$ cat src/rtl/cs_win.sv
// Sliding-window approximate-average engine: Y = (sum + WIN*X_appr) >> SHIFT over the last WIN accepted samples.
// Optional round-half-up output scaling is enabled by defining CS_ROUND_EN (default build floors).
module cs_win #(
    parameter int DATA_W = 8,
    parameter int WIN    = 9,
    parameter int SHIFT  = 3,
    parameter int OUT_W  = 10
) (
    input  logic              clk,
    input  logic              reset,
    input  logic [DATA_W-1:0] X,
    input  logic              in_valid,
    input  logic              clear,
    output logic [OUT_W-1:0]  Y,
    output logic              out_valid
);
    localparam int PW = $clog2(WIN);
    localparam int CW = $clog2(WIN + 1);
    localparam int SW = DATA_W + $clog2(WIN);
    // Extra SHIFT bits keep the rounding add from ever wrapping.
    localparam int FW = SW + SHIFT + 1;
    localparam logic [CW-1:0] CNT_FULL = CW'(WIN);
    localparam logic [CW-1:0] CNT_LAST = CW'(WIN - 1);
    localparam logic [PW-1:0] WP_LAST  = PW'(WIN - 1);
    localparam logic [FW-1:0] WIN_F    = FW'(WIN);
`ifdef CS_ROUND_EN
    localparam logic [FW-1:0] RND = FW'((2 ** SHIFT) / 2);
`else
    localparam logic [FW-1:0] RND = '0;
`endif

    logic [WIN-1:0][DATA_W-1:0] mem_q;
    logic [PW-1:0]              wp_q, wp_d;
    logic [CW-1:0]              cnt_q, cnt_d;
    logic [SW-1:0]              sum_q, sum_d;
    logic                       pend_q;
    logic [OUT_W-1:0]           y_q, y_d;
    logic                       vld_q;
    logic                       acc;
    logic [DATA_W-1:0]          old;
    logic [DATA_W-1:0]          xa;
    logic [FW-1:0]              y_full;

    assign acc = in_valid && !clear;

    // Oldest sample only leaves the sum once the window is full; before that the slot is stale.
    always_comb begin
        old   = (cnt_q == CNT_FULL) ? mem_q[wp_q] : '0;
        sum_d = sum_q + SW'(X) - SW'(old);
        wp_d  = (wp_q == WP_LAST) ? '0 : wp_q + 1'b1;
        cnt_d = (cnt_q == CNT_FULL) ? cnt_q : cnt_q + 1'b1;
    end

    // X_appr: largest entry with entry*WIN <= sum, i.e. not above the average, without a divider.
    always_comb begin
        xa = '0;
        for (int i = 0; i < WIN; i++) begin
            if ((FW'(mem_q[i]) * WIN_F) <= FW'(sum_q) && mem_q[i] > xa)
                xa = mem_q[i];
        end
        y_full = FW'(sum_q) + FW'(xa) * WIN_F + RND;
        y_d    = OUT_W'(y_full >> SHIFT);
    end

    always_ff @(posedge clk) begin
        if (acc) mem_q[wp_q] <= X;
    end

    always_ff @(posedge clk or posedge reset) begin
        if (reset) begin
            wp_q   <= '0;
            cnt_q  <= '0;
            sum_q  <= '0;
            pend_q <= 1'b0;
        end else if (clear) begin
            wp_q   <= '0;
            cnt_q  <= '0;
            sum_q  <= '0;
            pend_q <= 1'b0;
        end else if (in_valid) begin
            wp_q   <= wp_d;
            cnt_q  <= cnt_d;
            sum_q  <= sum_d;
            pend_q <= (cnt_q >= CNT_LAST);
        end else begin
            pend_q <= 1'b0;
        end
    end

    // Result of the accept on the previous edge; a clear on this edge cancels it.
    always_ff @(posedge clk or posedge reset) begin
        if (reset) begin
            y_q   <= '0;
            vld_q <= 1'b0;
        end else begin
            vld_q <= pend_q && !clear;
            if (pend_q && !clear) y_q <= y_d;
        end
    end

    assign Y         = y_q;
    assign out_valid = vld_q;
endmodule

$ cat config.mk
export PLATFORM = sky130hd
export DESIGN_NAME = cs_win
export DESIGN_NICKNAME = d
export VERILOG_FILES = /design/src/rtl/cs_win.sv
export SDC_FILE = /design/constraint.sdc
export NUM_CORES = 1
export LEC_CHECK = 0
export ABC_AREA = 1
export CAP_MARGIN = 20
export CORE_UTILIZATION = 45
export CTS_CLUSTER_DIAMETER = 40
export CTS_CLUSTER_SIZE = 25
export DETAILED_ROUTE_END_ITERATION = 6
export PLACE_DENSITY_LB_ADDON = 0.05
export SKIP_LAST_GASP = 1
export SYNTH_ARGS = -nofsm -noshare
export SYNTH_HDL_FRONTEND = slang
export SYNTH_SLANG_ARGS = --single-unit
export TNS_END_PERCENT = 10
$ cat constraint.sdc
create_clock -name clk -period 43.7 [get_ports clk]
set_clock_uncertainty 0.1 [all_clocks]
set_input_delay 4.37 -clock clk [delete_from_list [all_inputs] [get_ports clk]]
set_output_delay 4.37 -clock clk [all_outputs]
set_load 0.01 [all_outputs]
# Yosys cells after proc, flatten, opt, wreduce, memory -nomap -nowiden
# Cells that the tools add are included.
# op_classes
add_sub_neg	5
mul	10
div	0
n_lt_le_gt_ge	21
eq_ne	3
shift	0
muxes	25
n_bitwise	0
n_reduce_logical	15
# ops
op	count
$mul 8x4->12 const B	10
$le 12x12->1	9
$mux 8	12
$bwmux 72	1
$gt 8x8->1	8
$bmux 8 s4	1
$demux 8 s4	1
$mux 12	2
$mux 4	6
$add 12x12->13	1
$add 12x8->12	1
$logic_and 1x1->1	12
$sub 12x8->12	1
$add 4x1->4 const B	2
$eq 4x4->1 const B	2
$gt 8x1->1 const B	1
$lt 4x5->1 const B	1
$ge 4x1->1 const B	1
$ge 4x4->1 const B	1
$mux 1	2
$ne 2x2->1 const B	1
$reduce_and 2->1	1
$reduce_bool 2->1	1
$logic_not 1->1	1
# word_totals
ff_bits	104
latch_bits	0
mem_bits_rw	0
rom_bits	0
inputBits	12
out_inout_bits	11
elab_cells	94
n_memories	0

# Logic depth before layout (Yosys ltp)
# logic_depth
ltp_word	30
mapped_depth	118
ltp_nobuf	115

# Worst setup path after synthesis
# Ideal clock, no wire load.
# synth_timing
kind	reg-to-reg
from	register mem_q[1] (netlist name)
to	register y_q[6] (netlist: Y[6])
arrival_time_ns	14.990
required_ns	43.483
path_slack_ns	28.493
stages_incl_launch_ff	106
path_buffers	8
synth_period_minus_slack_ns	15.207
path_cell_list	edfxtp_1 > ha_1 > ha_1 > inv_1 > fa_1 > o21ai_0 > nand2_1 > a21oi_1 > xor2_1 > ha_1 > nand2_1 > inv_2 > nand2_1 > inv_1 > nand2_1 > nand3_1 > nand2_1 > nand2_1 > [... 70 more ...] > nand2_1 > inv_1 > clkbuf_1 > o21ai_0 > ha_1 > inv_1 > fa_1 > inv_1 > ha_1 > nand2_1 > o21ai_0 > inv_1 > nand2_2 > nand2_1 > nand2_1 > nand2_1 > nand3_1 > nand2_1
# synth_between
elab_chain_cells	30
word_cells_on_any_way	31
classes_between	1 x add/sub; 2 x mul; 10 x order compare; 9 x mux; 9 x reduce/logical
# synth_rtl
item	line	rtl
start: declaration	32	logic [WIN-1:0][DATA_W-1:0] mem_q;
start signal: indexed assignment	66	if (acc) mem_q[wp_q] <= X;
$mul 8x4->12	58	if ((FW'(mem_q[i]) * WIN_F) <= FW'(sum_q) && mem_q[i] > xa)
$le 12x12->1	58	
$logic_and 1x1->1	58	
$mux 8 (*)	58	
$gt 8x8->1	58	
$logic_and 1x1->1	58	
$mux 8 (*)	58	
$gt 8x8->1	58	
[... 14 more ...]	--	
$gt 8x8->1	58	
$logic_and 1x1->1	58	
$mux 8 (*)	58	
$gt 8x8->1	58	
$logic_and 1x1->1	58	
$mux 8 (*)	58	
$mul 8x4->12 (*)	61	y_full = FW'(sum_q) + FW'(xa) * WIN_F + RND;
$add 12x12->13 (*)	61	
end signal: assignment	97	if (pend_q && !clear) y_q <= y_d;
end: declaration	37	logic [OUT_W-1:0] y_q, y_d;
# Mark *: on every way between the ends. The rest lies on a longest branch, timed or not.
# A chain may end at the register's enable or synchronous reset.

# Worst setup path after layout
# layout_timing
from	register mem_q[4] (netlist name)
to	register y_q[5] (netlist: Y[5])
# Same word-level chain as after synthesis.

==> flow_summary.json <==
{
  "regArea_um2": 2963,
  "tightest_slew_ps": 1019,
  "wl_um": 38530,
  "synth-edff-count": 72,
  "final_nets": 2018,
  "clock.fmax_mhz": 60.45,
  "vias_per_cell": 5.481,
  "drc": 0,
  "synth_top_flop_cell": "edfxtp_1",
  "dr.pass1.iters": 5,
  "routedWlPerCell_um": 18.56,
  "antenna_left": 0,
  "grt_pass1_vias": 10941,
  "crit_path_frequent_cell": "nand2_1",
  "cts_sinks": 104,
  "crit_slowest_cell": "fa_1",
  "grt_pass1_wl_um": 59940,
  "fin_crit_sh_pct": 37.86,
  "grt_antenna_before_repair": 1,
  "grt_util_met1_pct": 36.16,
  "drt_iter0_drc": 768,
  "place_area_um2": 13700,
  "initial_utilization_pct": 46.08,
  "rr_startpoint": "mem_q[4]",
  "dieArea_um2": 29360,
  "slew_headroom_pct": 31.56,
  "core_um2": 28010,
  "grt_busiest_layer": "met2",
  "holdPathStages": 2,
  "clk_pin_slew_ps": 90,
  "reg2reg_slack_ps": 27160,
  "netlist_area_um2": 12910,
  "clock_latency_ps": 370,
  "dp_hpwl_um": 29500,
  "worst_ep_required_time_ps": 43870,
  "grt_max_degree": 38,
  "slowest_delay_ps": 490,
  "critPathKind": "flip-flop to flip-flop",
  "cap_viol_max_count": 0,
  "slew_viol_final": 0,
  "crit_arrival_ps": 16710,
  "syn-num-nets": 1981,
  "min_from": "Y[0]",
  "portBuffers": 22,
  "cts_buffers": 9,
  "h-tree-depth": 3,
  "post-route-cell-area_um2": 14020,
  "die_x_um": 171.4,
  "track_usage_pct": 27.33,
  "die_y_um": 171.4,
  "cts_setup_buffers": 0,
  "hold_viol_final": 0,
  "cts_resized": 0,
  "gp_congestion": 0.9489,
  "ys_types": 47,
  "antennaDiodeCount": 0,
  "seq_area_frac_synth_pct": 22.95,
  "ctsHoldBuffers": 0,
  "cts_tree": "built",
  "setup_viol": 0,
  "grt_setup_unrepaired": "no",
  "synth_area_per_cell_um2": 7.794,
  "ioPinCount": 23,
  "grt.overflow.total": 0,
  "fp-row-count": 61,
  "synth.ff_latch_count": 104,
  "grtUsageMet3_pct": 3.520,
  "area_delta_synth_final_pct": 8.588,
  "multi_input_area_um2": 8850,
  "min_delay_worst_endpoint": "Y[0]",
  "cts-root-buf": "clkbuf_16",
  "nFillCells": 2830,
  "regToRegEndpoint": "Y[5]",
  "drive_gt1_share_pct": 4.947,
  "startpoint_type": "flip-flop",
  "async_flop_share_pct": 30.77,
  "clk_path_buf_depth": 2,
  "reg2reg_depth": 96,
  "status": "finished clean",
  "min_path_type": "flip-flop to flip-flop",
  "crit_path_end_kind": "flip-flop",
  "synth_warnings": 0,
  "cp_max_fo": 17,
  "final.setup.tns_ps": 0,
  "vias": 11379,
  "syn_inst": 1656,
  "fin_crit_ps": 16540,
  "use_met2_pct": 46.66
}
[metrics by stage]
step,util (%),std cells,hold WS [ps],setup WS (ps)
2_1_floorplan,-,1656,394.8,28490
3_3_place_gp,48.91,2058,361.9,27710
3_5_place_dp,48.91,2058,371.8,27290
4_1_cts,49.99,2074,396.7,27260
5_1_grt,50.04,2076,413.6,25370
6_report,50.04,2076,391.1,27160
[worst max path at each step]
stage           end  slack, ps  startpoint  cells past startpoint
3_3_place_gp   Y[5]      27710    mem_q[3]                     94
5_1_grt        Y[5]      25370    mem_q[4]                     97
4_1_cts        Y[5]      27260    mem_q[4]                     96
3_5_place_dp   Y[5]      27290    mem_q[1]                     96
6_report       Y[5]      27160    mem_q[4]                     96
2_1_floorplan  Y[6]      28490    mem_q[1]                    105
[kinds of logic (layout without fill, tap and decap cells)]
group | count (synthesis) | count (layout) | synth area share (%)
AND/OR/NAND/NOR | 560 | 560 | 18.92
AO/OA/AOI/OAI | 340 | 340 | 14.76
adder cells (fa/ha/maj) | 313 | 313 | 31.62
buffers and inverters | 291 | 333 | 8.482
flip-flops | 104 | 104 | 22.95
XOR/XNOR | 48 | 48 | 3.257
[sequential cells by signal, indices dropped and copies added, names as in the netlist]
name / count
sum_q: 12
wp_q: 4
pend_q: 1
cnt_q: 4
mem_q: 72
Y: 10
out_valid: 1
[cells in the final DEF (no fill, tap or decap), types with 13 or more instances in the layout]
master / count
xor2_1: 28
o22ai_1: 14
ha_1: 291
clkdlybuf4s50_1: 22
a21oi_1: 130
xnor2_1: 20
edfxtp_1: 72
nand4_1: 27
nand2_2: 14
nand3_1: 75
nand2_1: 298
nor3_1: 20
dfrtp_1: 32
o21ai_1: 13
inv_1: 259
nor2_1: 100
buf_4: 25
o21ai_0: 119
fa_1: 22
[synth_stat cells, types with 7 or more instances]
| cell | count | area share, % |
|---|---|---|
| xnor2_1 | 20 | 1.4 |
| a211oi_1 | 12 | 0.70 |
| nor3_1 | 20 | 0.78 |
| nand3_1 | 75 | 2.9 |
| nand2_4 | 7 | 0.61 |
| o21ai_1 | 13 | 0.50 |
| inv_1 | 259 | 7.5 |
| nand4_1 | 27 | 1.3 |
| dfrtp_1 | 32 | 6.2 |
| a31oi_1 | 8 | 0.39 |
| ha_1 | 291 | 28 |
| o21ai_0 | 119 | 4.6 |
| nand2_2 | 14 | 0.68 |
| nor2_1 | 100 | 2.9 |
| edfxtp_1 | 72 | 17 |
| fa_1 | 22 | 3.4 |
| nand2_1 | 298 | 8.7 |
| xor2_1 | 28 | 1.9 |
| a21oi_1 | 130 | 5.0 |
| o22ai_1 | 14 | 0.68 |
| clkbuf_1 | 21 | 0.61 |
| o211ai_1 | 8 | 0.47 |
| o21bai_1 | 10 | 0.58 |
[layout make-up]
type / count / share of cell area (%)
multi-input combinational: 1261 / 63.14
sequential: 104 / 21.14
inverter: 268 / 7.177
tap: 378 / 3.374
timing repair buffer: 49 / 2.999
clock buffer: 9 / 1.607
clock inverter: 7 / 0.5624
[critical path: cells and delay by family, from the launching register on]
| family | cells | cell delay (ps) |
|---|---|---|
| AOI/OAI and AO/OA | 28 | 6010 |
| xor gates and xnor gates | 1 | 170 |
| adders and majority gates | 15 | 4880 |
| buffers and inverters | 12 | 1010 |
| DFF | 1 | 480 |
| and+or+nand+nor | 40 | 3780 |
[per-layer routing]
layer	share of wire, %	routed length, µm	vias up
li1	-	-	5751
met1	47	18030	5339
met2	46	17840	235
met3	4.4	1685	54
met4	2.5	969	0
met5	0	0	-
Power is not shown: default switching activity piles up to over one toggle a cycle in this logic, so the estimate is an artifact.
